### config.mk
export PLATFORM = sky130hd
export DESIGN_NAME = exu_oitf
export DESIGN_NICKNAME = d
export VERILOG_FILES = /design/src/rtl/exu_oitf_pkg.sv /design/src/rtl/exu_oitf_ptr.sv /design/src/rtl/exu_oitf.sv
export SDC_FILE = /design/constraint.sdc
export NUM_CORES = 1
export LEC_CHECK = 0
export ABC_AREA = 1
export BUFFER_PORTS_ARGS = -buffer_cell sky130_fd_sc_hd__buf_2
export CORE_ASPECT_RATIO = 2
export CORE_MARGIN = 2
export CORE_UTILIZATION = 35
export DETAILED_ROUTE_END_ITERATION = 16
export GPL_ROUTABILITY_DRIVEN = 0
export GPL_TIMING_DRIVEN = 0
export HOLD_SLACK_MARGIN = 0.08
export SYNTH_ARGS = -nofsm -noshare
export SYNTH_HDL_FRONTEND = slang
export SYNTH_HIERARCHICAL = 1
export SYNTH_SLANG_ARGS = --single-unit
### constraint.sdc
create_clock -name clk -period 1.5 [get_ports clk]
set_input_delay 0.3 -clock clk [delete_from_list [all_inputs] [get_ports clk]]
set_output_delay 0.3 -clock clk [all_outputs]
set_load 0.01 [all_outputs]
### src/rtl/exu_oitf_pkg.sv
// Shared sizing constants for the outstanding instruction track FIFO.
// The pointer width is derived from the depth so the two cannot disagree.
package exu_oitf_pkg;

  localparam int OITF_DEPTH  = 4;
  localparam int ITAG_WIDTH  = $clog2(OITF_DEPTH);
  localparam int RFIDX_WIDTH = 5;

endpackage

### src/rtl/exu_oitf_ptr.sv
// Wrapping pointer with a lap flag, used for both alloc and retire sides.
// The flag lets equal pointers be told apart as empty versus full.
module exu_oitf_ptr
  import exu_oitf_pkg::*;
(
  input  logic                  clk,
  input  logic                  rst,
  input  logic                  inc_i,
  output logic [ITAG_WIDTH-1:0] ptr_o,
  output logic                  flg_o
);

  logic [ITAG_WIDTH-1:0] ptr_q, ptr_d;
  logic                  flg_q, flg_d;

  always_comb begin
    ptr_d = ptr_q;
    flg_d = flg_q;
    if (inc_i) begin
      ptr_d = ptr_q + ITAG_WIDTH'(1);
      if (ptr_q == ITAG_WIDTH'(OITF_DEPTH - 1))
        flg_d = ~flg_q;
    end
  end

  always_ff @(posedge clk) begin
    if (rst) begin
      ptr_q <= '0;
      flg_q <= 1'b0;
    end else begin
      ptr_q <= ptr_d;
      flg_q <= flg_d;
    end
  end

  assign ptr_o = ptr_q;
  assign flg_o = flg_q;

endmodule

### src/rtl/exu_oitf.sv
// Outstanding instruction track FIFO for the long pipe: in-order
// alloc/retire of rd tags plus RAW/WAW hazard lookup for dispatch.
module exu_oitf
  import exu_oitf_pkg::*;
(
  input  logic                   clk,
  input  logic                   rst,
  input  logic                   dis_ena,
  output logic                   dis_ready,
  output logic [ITAG_WIDTH-1:0]  dis_ptr,
  input  logic                   dis_rdwen,
  input  logic [RFIDX_WIDTH-1:0] dis_rdidx,
  input  logic                   disp_i_rs1en,
  input  logic [RFIDX_WIDTH-1:0] disp_i_rs1idx,
  input  logic                   disp_i_rs2en,
  input  logic [RFIDX_WIDTH-1:0] disp_i_rs2idx,
  input  logic                   disp_i_rdwen,
  input  logic [RFIDX_WIDTH-1:0] disp_i_rdidx,
  output logic                   oitfrd_match_disprs1,
  output logic                   oitfrd_match_disprs2,
  output logic                   oitfrd_match_disprd,
  input  logic                   oitf_ret_ena,
  output logic [ITAG_WIDTH-1:0]  oitf_ret_ptr,
  output logic                   oitf_ret_rdwen,
  output logic [RFIDX_WIDTH-1:0] oitf_ret_rdidx,
  output logic                   oitf_empty,
  output logic                   oitf_full
);

  logic [ITAG_WIDTH-1:0]  alc_ptr, ret_ptr;
  logic                   alc_flg, ret_flg;
  logic                   alc_ena, ret_ena;
  logic [OITF_DEPTH-1:0]  vld_q, vld_d;
  logic [OITF_DEPTH-1:0]  rdwen_q;
  logic [RFIDX_WIDTH-1:0] rdidx_q [OITF_DEPTH];
  logic                   m_rs1, m_rs2, m_rd;

  exu_oitf_ptr u_alc (
    .clk   (clk),
    .rst   (rst),
    .inc_i (alc_ena),
    .ptr_o (alc_ptr),
    .flg_o (alc_flg)
  );

  exu_oitf_ptr u_ret (
    .clk   (clk),
    .rst   (rst),
    .inc_i (ret_ena),
    .ptr_o (ret_ptr),
    .flg_o (ret_flg)
  );

  assign oitf_empty = (alc_ptr == ret_ptr) & (alc_flg == ret_flg);
  assign oitf_full  = (alc_ptr == ret_ptr) & (alc_flg != ret_flg);
  assign alc_ena    = dis_ena & ~oitf_full;
  assign ret_ena    = oitf_ret_ena & ~oitf_empty;

  // Alloc and retire never hit the same slot: that needs full or empty,
  // and each of those blocks one side.
  always_comb begin
    vld_d = vld_q;
    if (ret_ena) vld_d[ret_ptr] = 1'b0;
    if (alc_ena) vld_d[alc_ptr] = 1'b1;
  end

  always_ff @(posedge clk) begin
    if (rst) begin
      vld_q   <= '0;
      rdwen_q <= '0;
      for (int i = 0; i < OITF_DEPTH; i++)
        rdidx_q[i] <= '0;
    end else begin
      vld_q <= vld_d;
      if (alc_ena) begin
        rdwen_q[alc_ptr] <= dis_rdwen;
        rdidx_q[alc_ptr] <= dis_rdidx;
      end
    end
  end

  always_comb begin
    m_rs1 = 1'b0;
    m_rs2 = 1'b0;
    m_rd  = 1'b0;
    for (int i = 0; i < OITF_DEPTH; i++) begin
      if (vld_q[i] & rdwen_q[i]) begin
        if (rdidx_q[i] == disp_i_rs1idx) m_rs1 = 1'b1;
        if (rdidx_q[i] == disp_i_rs2idx) m_rs2 = 1'b1;
        if (rdidx_q[i] == disp_i_rdidx)  m_rd  = 1'b1;
      end
    end
  end

  assign oitfrd_match_disprs1 = m_rs1 & disp_i_rs1en;
  assign oitfrd_match_disprs2 = m_rs2 & disp_i_rs2en;
  assign oitfrd_match_disprd  = m_rd  & disp_i_rdwen;

  assign dis_ready      = ~oitf_full;
  assign dis_ptr        = alc_ptr;
  assign oitf_ret_ptr   = ret_ptr;
  assign oitf_ret_rdwen = rdwen_q[ret_ptr];
  assign oitf_ret_rdidx = rdidx_q[ret_ptr];

endmodule
==> results of run 1 <==
## routing by layer
metal | GRT usage | vias up | share of wire
met3 | 0.0290 | 7 | 0.055
met2 | 0.340 | 88 | 0.52
met1 | 0.249 | 1295 | 0.42
li1 | - | 1547 | -
met5 | 0 | - | 0
met4 | 0.0453 | 0 | 0.0095
## kinds of logic (layout without fill, tap and decap cells)
family | after synthesis | count (layout) | share of synthesized area
AO/OA/AOI/OAI | 28 | 28 | 0.0654
XOR/XNOR | 1 | 1 | 0.00327
adder cells (fa/ha/maj) | 2 | 2 | 0.00934
buffers and inverters | 71 | 142 | 0.0995
flip-flops | 34 | 34 | 0.329
AND/OR/NAND/NOR | 321 | 321 | 0.493
## state kept, by name, summed over array words and instances (netlist names)
signal / flops
u_ret/flg_o: 1
vld_q: 4
rdwen_q: 4
u_alc/flg_o: 1
rdidx_q: 20
u_ret/ptr_o: 2
u_alc/ptr_o: 2
## worst min-delay path by stage
| stage | endpoint | slack (ps) | cells past startpoint | from |
|---|---|---|---|---|
| detailed placement | vld_q[0] | 460 | 2 | vld_q[0] |
| global route | rdwen_q[1] | 340 | 3 | dis_rdwen |
| CTS | rdwen_q[0] | 310 | 3 | dis_rdwen |
| floorplan | vld_q[0] | 370 | 1 | rst |
| global placement | vld_q[3] | 450 | 2 | vld_q[3] |
| finish | rdwen_q[3] | 310 | 3 | dis_rdwen |
## worst reg2reg max path: cells and delay by family (launching register included)
kind                   cells  cell delay (ps)
buffers and inverters      3              300
DFF                        1              430
and+or+nand+nor            7              710
## layout by cell type, fill, tap and decap left out
cell type / instances
buf_12: 1
dfxtp_2: 2
nor2_1: 74
buf_4: 13
a22oi_2: 3
nor2_2: 16
inv_6: 2
nor2_8: 1
o21ai_1: 4
nor2_4: 2
nand2_2: 5
dfxtp_1: 9
nand3_2: 2
clkbuf_16: 5
nand2_4: 13
buf_2: 40
nand4_1: 1
nand3_1: 19
a221oi_2: 1
xor2_1: 1
inv_1: 46
o21ai_2: 1
edfxtp_1: 20
a22oi_1: 2
clkinv_1: 4
o221ai_2: 3
nand2_1: 184
nand3_4: 2
buf_6: 9
o21ai_0: 7
a21oi_1: 5
inv_2: 22
o221ai_1: 2
nand2_8: 1
nand3b_1: 1
ha_1: 2
dfxtp_4: 3
## layout make-up
class	count	area (sq um)
Multi-Input combinational cell	352	1730
Clock buffer	5	125
Sequential cell	34	895
Timing Repair Buffer	63	419
Clock inverter	3	11.3
Inverter	71	277
Tap cell	94	118
Fill cell	808	3920
## what timing repair did
action                     in CTS  in global routing
pin swaps                       9                 17
buffers inserted                8                 12
gates resized for setup        39                 58
setup endpoints to repair      32                 53
## power groups by stage
stage / sequential (mW) / clock [mW] / combinational, mW
2_1_floorplan: 1.15 / 0 / 0.453
3_3_place_gp: 1.18 / 0 / 0.689
3_5_place_dp: 1.18 / 0 / 0.697
4_1_cts: 1.17 / 0.984 / 0.793
5_1_grt: 1.19 / 1.02 / 1.06
6_report: 1.18 / 0.978 / 0.952
## metrics by stage
step	total power, mW	utilization	hold WS, ps	instance area, sq um
2_1_floorplan	1.60	-	369	2680
5_1_grt	3.27	0.477	338	3570
6_report	3.11	0.477	312	3570
4_1_cts	2.95	0.441	306	3300
3_3_place_gp	1.87	0.402	449	3010
3_5_place_dp	1.87	0.402	457	3010
==> load_flow_metrics.sql, run 1 <==
INSERT INTO impl_metrics (metric_group, metric, value, unit) VALUES
('status', 'outcome', 'finished with violations', ''),
('status', 'violations_in_the_final_reports', 'setup timing', ''),
('setup_path', 'worst-r2r-cell-count', '10', ''),
('clock_network', 'cts_made_buffers', '5', ''),
('route', 'routedWlPerCell', '13.1', 'microns'),
('setup_path', 'timing.critical_path.slowest_cell_delay', '520', 'ps'),
('synth', 'ys_types', '22', ''),
('sta', 'slew_viol_final', '0', ''),
('route', 'route.vias.total', '2937', ''),
('setup_path', 'crit_arrival', '1510', 'ps'),
('synth', 'proportion_of_netlist_area_held_by_the_largest_area_contributor', '0.272', ''),
('power_and_ir_drop', 'power-per-cell-area', '871', 'nW/um^2'),
('power_and_ir_drop', 'power.static_leakage', '1.91', 'nW'),
('sta', 'count_of_final_setup_violators', '32', ''),
('die', 'floorplan.rows', '45', ''),
('power_and_ir_drop', 'max-vdd-ir-drop', '0.864', 'mV'),
('sta', 'timing_worst_slew_pin_value', '457', 'ps'),
('route', 'drt.antenna.violating_nets', '0', ''),
('grt', 'via_count_of_the_first_global_routing_pass', '2506', ''),
('synth', 'yosysWarnings', '6', ''),
('setup_path', 'cp_slowest_cell', 'edfxtp_1', ''),
('flow_run', 'max-cap-violations', '0', ''),
('synth', 'yosysMostFrequentCell', 'nand2_1', ''),
('synth', 'post_synth.cell_area_avg', '5.86', 'sq um'),
('clock_network', 'cts-root-buf', 'clkbuf_16', ''),
('synth', 'synth-main-ff-cell', 'edfxtp_1', ''),
('synth', 'synth_seq_cells', '34', ''),
('final_layout', 'finish.net_count', '557', ''),
('setup_path', 'cp-startpoint', 'rdidx_q[0][1]', ''),
('synth', 'synth_commonest_cells', '194 x nand2_1, 92 x nor2_1, 68 x inv_1', ''),
('power_and_ir_drop', 'power_switching', '1.05', 'mW'),
('synth', 'post_synth_instance_area', '2680', 'sq um'),
('sta', 'worst_slack', '-313', 'ps'),
('final_layout', 'post_layout_nonfiller_instances', '622', ''),
('setup_path', 'start_kind', 'flop', ''),
('grt', 'grt_max_degree', '11', ''),
('setup_path', 'end_kind', 'output pin', ''),
('sta', 'layout_min_cycle_time', '1810', 'ps'),
('clock_network', 'clock_tree.htree_level_count', '2', ''),
('die', 'die_w', '65.8', 'microns'),
('sta', 'period_share', '1.21', ''),
('clock_network', 'cts.clk_slew.worst_paths', '50', 'ps'),
('grt', 'antenna_violations_before_repair', '0', ''),
('die', 'core_region', '7490', 'sq um'),
('route', 'drcViolationCount', '0', ''),
('worst_hold_path', 'worst_min_path_class', 'in2reg', ''),
('synth', 'asyncSetResetFlopFracSynth', '0', ''),
('grt', 'global_route.overflow_total', '0', ''),
('placed_design', 'dp.final_hpwl', '6.19', 'mm'),
('sta', 'clock.fmax', '0.552', 'GHz'),
('sta', 'grt_setup_unrepaired', 'true', ''),
('clock_network', 'cts-hold-fix-buffers', '0', ''),
('setup_path', 'critical_path_peak_fanout', '6', ''),
('sta', 'setup-tns-final', '-3020', 'ps'),
('power_and_ir_drop', 'seqPwrFrac', '0.379', ''),
('final_layout', 'layout-drive-gt1-share', '0.278', ''),
('final_layout', 'antennaDiodeCount', '0', ''),
('clock_network', 'cts-root-to-sink-buffers', '2', ''),
('synth', 'yosysTopAreaCell', 'nand2_1', ''),
('die', 'die-height', '128', 'microns'),
('grt', 'total_routing_resource_utilization_after_global_routing', '0.195', ''),
('clock_network', 'cts.sinks', '34', ''),
('sta', 'maxSlewHeadroom', '0.694', ''),
('placed_design', 'place.detailed.instances', '594', ''),
('route', 'drt-vias-per-instance', '4.72', ''),
('sta', 'final-hold-violation-count', '0', ''),
('die', 'fp.dieArea', '8410', 'sq um'),
('die', 'io_pins', '44', ''),
('power_and_ir_drop', 'intPower', '2.06', 'mW'),
('placed_design', 'io_buffers', '43', ''),
('setup_path', 'regToRegStartpoint', 'u_ret/ptr_o[1]', '');
Note: power is estimated with default switching activity, not from simulation.
==> inputs of run 2 (changes only) <==
- CAP_MARGIN: default -> 10
- SKIP_LAST_GASP: default -> 1
==> load_flow_metrics.sql, run 2 (synthesis results as in run 1) <==
INSERT INTO impl_metrics (metric_group, metric, value, unit) VALUES
('sta', 'period_share', '1.22', ''),
('clock_network', 'cts-hold-fix-buffers', '0', ''),
('route', 'routedWlPerCell', '13.1', 'microns'),
('sta', 'fin_worst_hold_slack', '309', 'ps'),
('die', 'floorplan.rows', '45', ''),
('final_layout', 'syn_to_final_growth', '32.9', '%'),
('final_layout', 'ff_latch_area', '893', 'sq um'),
('placed_design', 'pre_cts_setup_slack', '-308', 'ps'),
('clock_network', 'worstSkewPairLatency', '280', 'ps'),
('power_and_ir_drop', 'intPower', '2.05', 'mW'),
('final_layout', 'final_core_util', '0.475', ''),
('placed_design', 'io_buffers', '43', ''),
('placed_design', 'place.detailed.instances', '594', ''),
('power_and_ir_drop', 'seqPwrFrac', '0.380', ''),
('clock_network', 'cts-root-buf', 'clkbuf_16', ''),
('power_and_ir_drop', 'power_switching', '1.04', 'mW'),
('setup_path', 'start_kind', 'flop', ''),
('sta', 'final-hold-violation-count', '0', ''),
('final_layout', 'post_layout_nonfiller_instances', '622', ''),
('final_layout', 'fill_cells', '811', ''),
('power_and_ir_drop', 'power.switching_fraction', '0.337', ''),
('final_layout', 'finish.net_count', '557', ''),
('sta', 'slew_viol_final', '0', ''),
('sta', 'fin_worst_skew', '4.74', 'ps'),
('setup_path', 'critical_path_peak_fanout', '6', ''),
('clock_network', 'cts-root-to-sink-buffers', '2', ''),
('sta', 'grt_setup_unrepaired', 'true', ''),
('power_and_ir_drop', 'combinational_group_share_of_total_power', '0.306', ''),
('route', 'postRouteWirelength', '8.17', 'mm'),
('sta', 'layout_min_cycle_time', '1830', 'ps'),
('sta', 'maxSlewHeadroom', '0.694', ''),
('placed_design', 'dp.final_hpwl', '6.19', 'mm'),
('grt', 'via_count_of_the_first_global_routing_pass', '2506', ''),
('setup_path', 'reg2reg_setup_slack', '-60', 'ps'),
('grt', 'grt_max_degree', '11', ''),
('setup_path', 'worstSetupPathType', 'reg2out', ''),
('setup_path', 'end_kind', 'output pin', ''),
('worst_hold_path', 'worstHoldEndpoint', 'rdwen_q[3]', ''),
('power_and_ir_drop', 'pwr-share-clk', '0.313', ''),
('clock_network', 'cts.sinks', '34', ''),
('final_layout', 'antennaDiodeCount', '0', ''),
('worst_hold_path', 'worst_min_path_class', 'in2reg', ''),
('setup_path', 'regToRegStartpoint', 'u_ret/ptr_o[1]', ''),
('grt', 'total_routing_resource_utilization_after_global_routing', '0.195', ''),
('final_layout', 'biggestRegsByFlops', 'rdidx_q (20), rdwen_q (4), vld_q (4)', ''),
('flow_run', 'max-cap-violations', '0', ''),
('route', 'drtPass1Iterations', '4', ''),
('die', 'start_util', '0.358', ''),
('grt', 'antenna_violations_before_repair', '0', ''),
('sta', 'timing_worst_slew_pin_value', '456', 'ps'),
('worst_hold_path', 'hold_depth', '3', ''),
('final_layout', 'layout.cells.most_common', 'nand2_1', ''),
('final_layout', 'largest_reg_flops', '20', ''),
('die', 'io_pins', '44', ''),
('status', 'outcome', 'finished with violations', ''),
('die', 'die-height', '128', 'microns'),
('route', 'first_iter_violations', '161', ''),
('setup_path', 'rr_endpoint', 'rdidx_q[0][4]', ''),
('route', 'drcViolationCount', '0', ''),
('sta', 'worst_slack', '-326', 'ps'),
('setup_path', 'worst-endpoint-required', '1200', 'ps'),
('route', 'route.vias.total', '2900', ''),
('status', 'violations_in_the_final_reports', 'setup timing', ''),
('die', 'core_region', '7490', 'sq um'),
('final_layout', 'registers.top_by_ff_count', 'rdidx_q', ''),
('final_layout', 'multi_input_area', '1730', 'sq um'),
('die', 'die_w', '65.8', 'microns'),
('route', 'drt-vias-per-instance', '4.66', ''),
('grt', 'first_pass_grt_wire_length', '12.4', 'mm'),
('clock_network', 'tritoncts', 'done', ''),
('power_and_ir_drop', 'power-per-cell-area', '871', 'nW/um^2'),
('die', 'fp.dieArea', '8410', 'sq um'),
('sta', 'setup-tns-final', '-2890', 'ps'),
('clock_network', 'clock_tree.htree_level_count', '2', ''),
('setup_path', 'worst-r2r-cell-count', '10', ''),
('final_layout', 'layout-drive-gt1-share', '0.277', ''),
('power_and_ir_drop', 'max-vdd-ir-drop', '0.855', 'mV'),
('clock_network', 'cts_made_buffers', '5', ''),
('setup_path', 'crit_arrival', '1530', 'ps'),
('sta', 'clock.fmax', '0.548', 'GHz'),
('power_and_ir_drop', 'power.static_leakage', '1.91', 'nW'),
('grt', 'global_route.overflow_total', '0', ''),
('worst_hold_path', 'hp-start', 'dis_rdwen', ''),
('route', 'drt.antenna.violating_nets', '0', ''),
('final_layout', 'mostFrequentLayoutCells', '184 x nand2_1, 74 x nor2_1, 46 x inv_1', ''),
('sta', 'count_of_final_setup_violators', '34', ''),
('clock_network', 'cts.clk_slew.worst_paths', '50', 'ps');
[run 2: cell counts in the layout (fill, tap and decap cells not counted)]
Identical to the previous run, type by type.
[run 2: per-layer routing]
metal | track usage | wire, microns
met4 | 0.0453 | 75
met5 | 0 | 0
met2 | 0.340 | 4240
met1 | 0.249 | 3520
met3 | 0.0290 | 340
[run 2: what timing repair did]
| item | in CTS | in global routing |
|---|---|---|
| gates cloned | 0 | 0 |
| pin swaps | 9 | 16 |
| resized for setup | 39 | 54 |
| buffers inserted | 8 | 12 |
| endpoints found under the setup margin | 32 | 53 |
[run 2: power by group through the flow]
stage | registers, mW | clock network [mW] | logic [mW]
after detailed placement | 1.18 | 0 | 0.697
final | 1.18 | 0.971 | 0.950
after global placement | 1.18 | 0 | 0.689
after floorplan | 1.15 | 0 | 0.453
after global routing | 1.19 | 1.02 | 1.05
after CTS | 1.17 | 0.984 | 0.793
[run 2: final cells by class]
type                       instances  share of cell area
tap                               94              0.0330
inverter                          71              0.0763
clock buffer                       5              0.0351
multi-input combinational        352               0.485
timing repair buffer              63               0.117
sequential                        34               0.251
clock inverter                     3             0.00316
[run 2: worst max-delay path by stage]
stage               cells after the start           start                   end  slack, ps
detailed placement                      5  u_ret/ptr_o[0]     oitf_ret_rdidx[2]       -310
finish                                  9   rdidx_q[0][1]  oitfrd_match_disprs2       -330
global route                            7   rdidx_q[1][0]  oitfrd_match_disprs1       -410
floorplan                               5  u_ret/ptr_o[0]     oitf_ret_rdidx[3]         60
CTS                                     9   rdidx_q[0][1]  oitfrd_match_disprs2       -320
global placement                        5  u_ret/ptr_o[0]     oitf_ret_rdidx[3]       -300
[run 2: critical path: stages, from the launching register on]
cell and delay [ps]:
edfxtp_1 530, inv_2 70, nand2_2 80, nand2_2 60
nor2_2 130, nand3_1 90, nand2_1 60, nor2_1 40
nor2_1 70, buf_2 130
[run 2: per-stage QoR]
| stage | total power, mW | cell area [sq um] |
|---|---|---|
| 2_1_floorplan | 1.60 | 2680 |
| 3_3_place_gp | 1.87 | 3010 |
| 3_5_place_dp | 1.87 | 3010 |
| 4_1_cts | 2.95 | 3300 |
| 5_1_grt | 3.26 | 3560 |
| 6_report | 3.10 | 3560 |
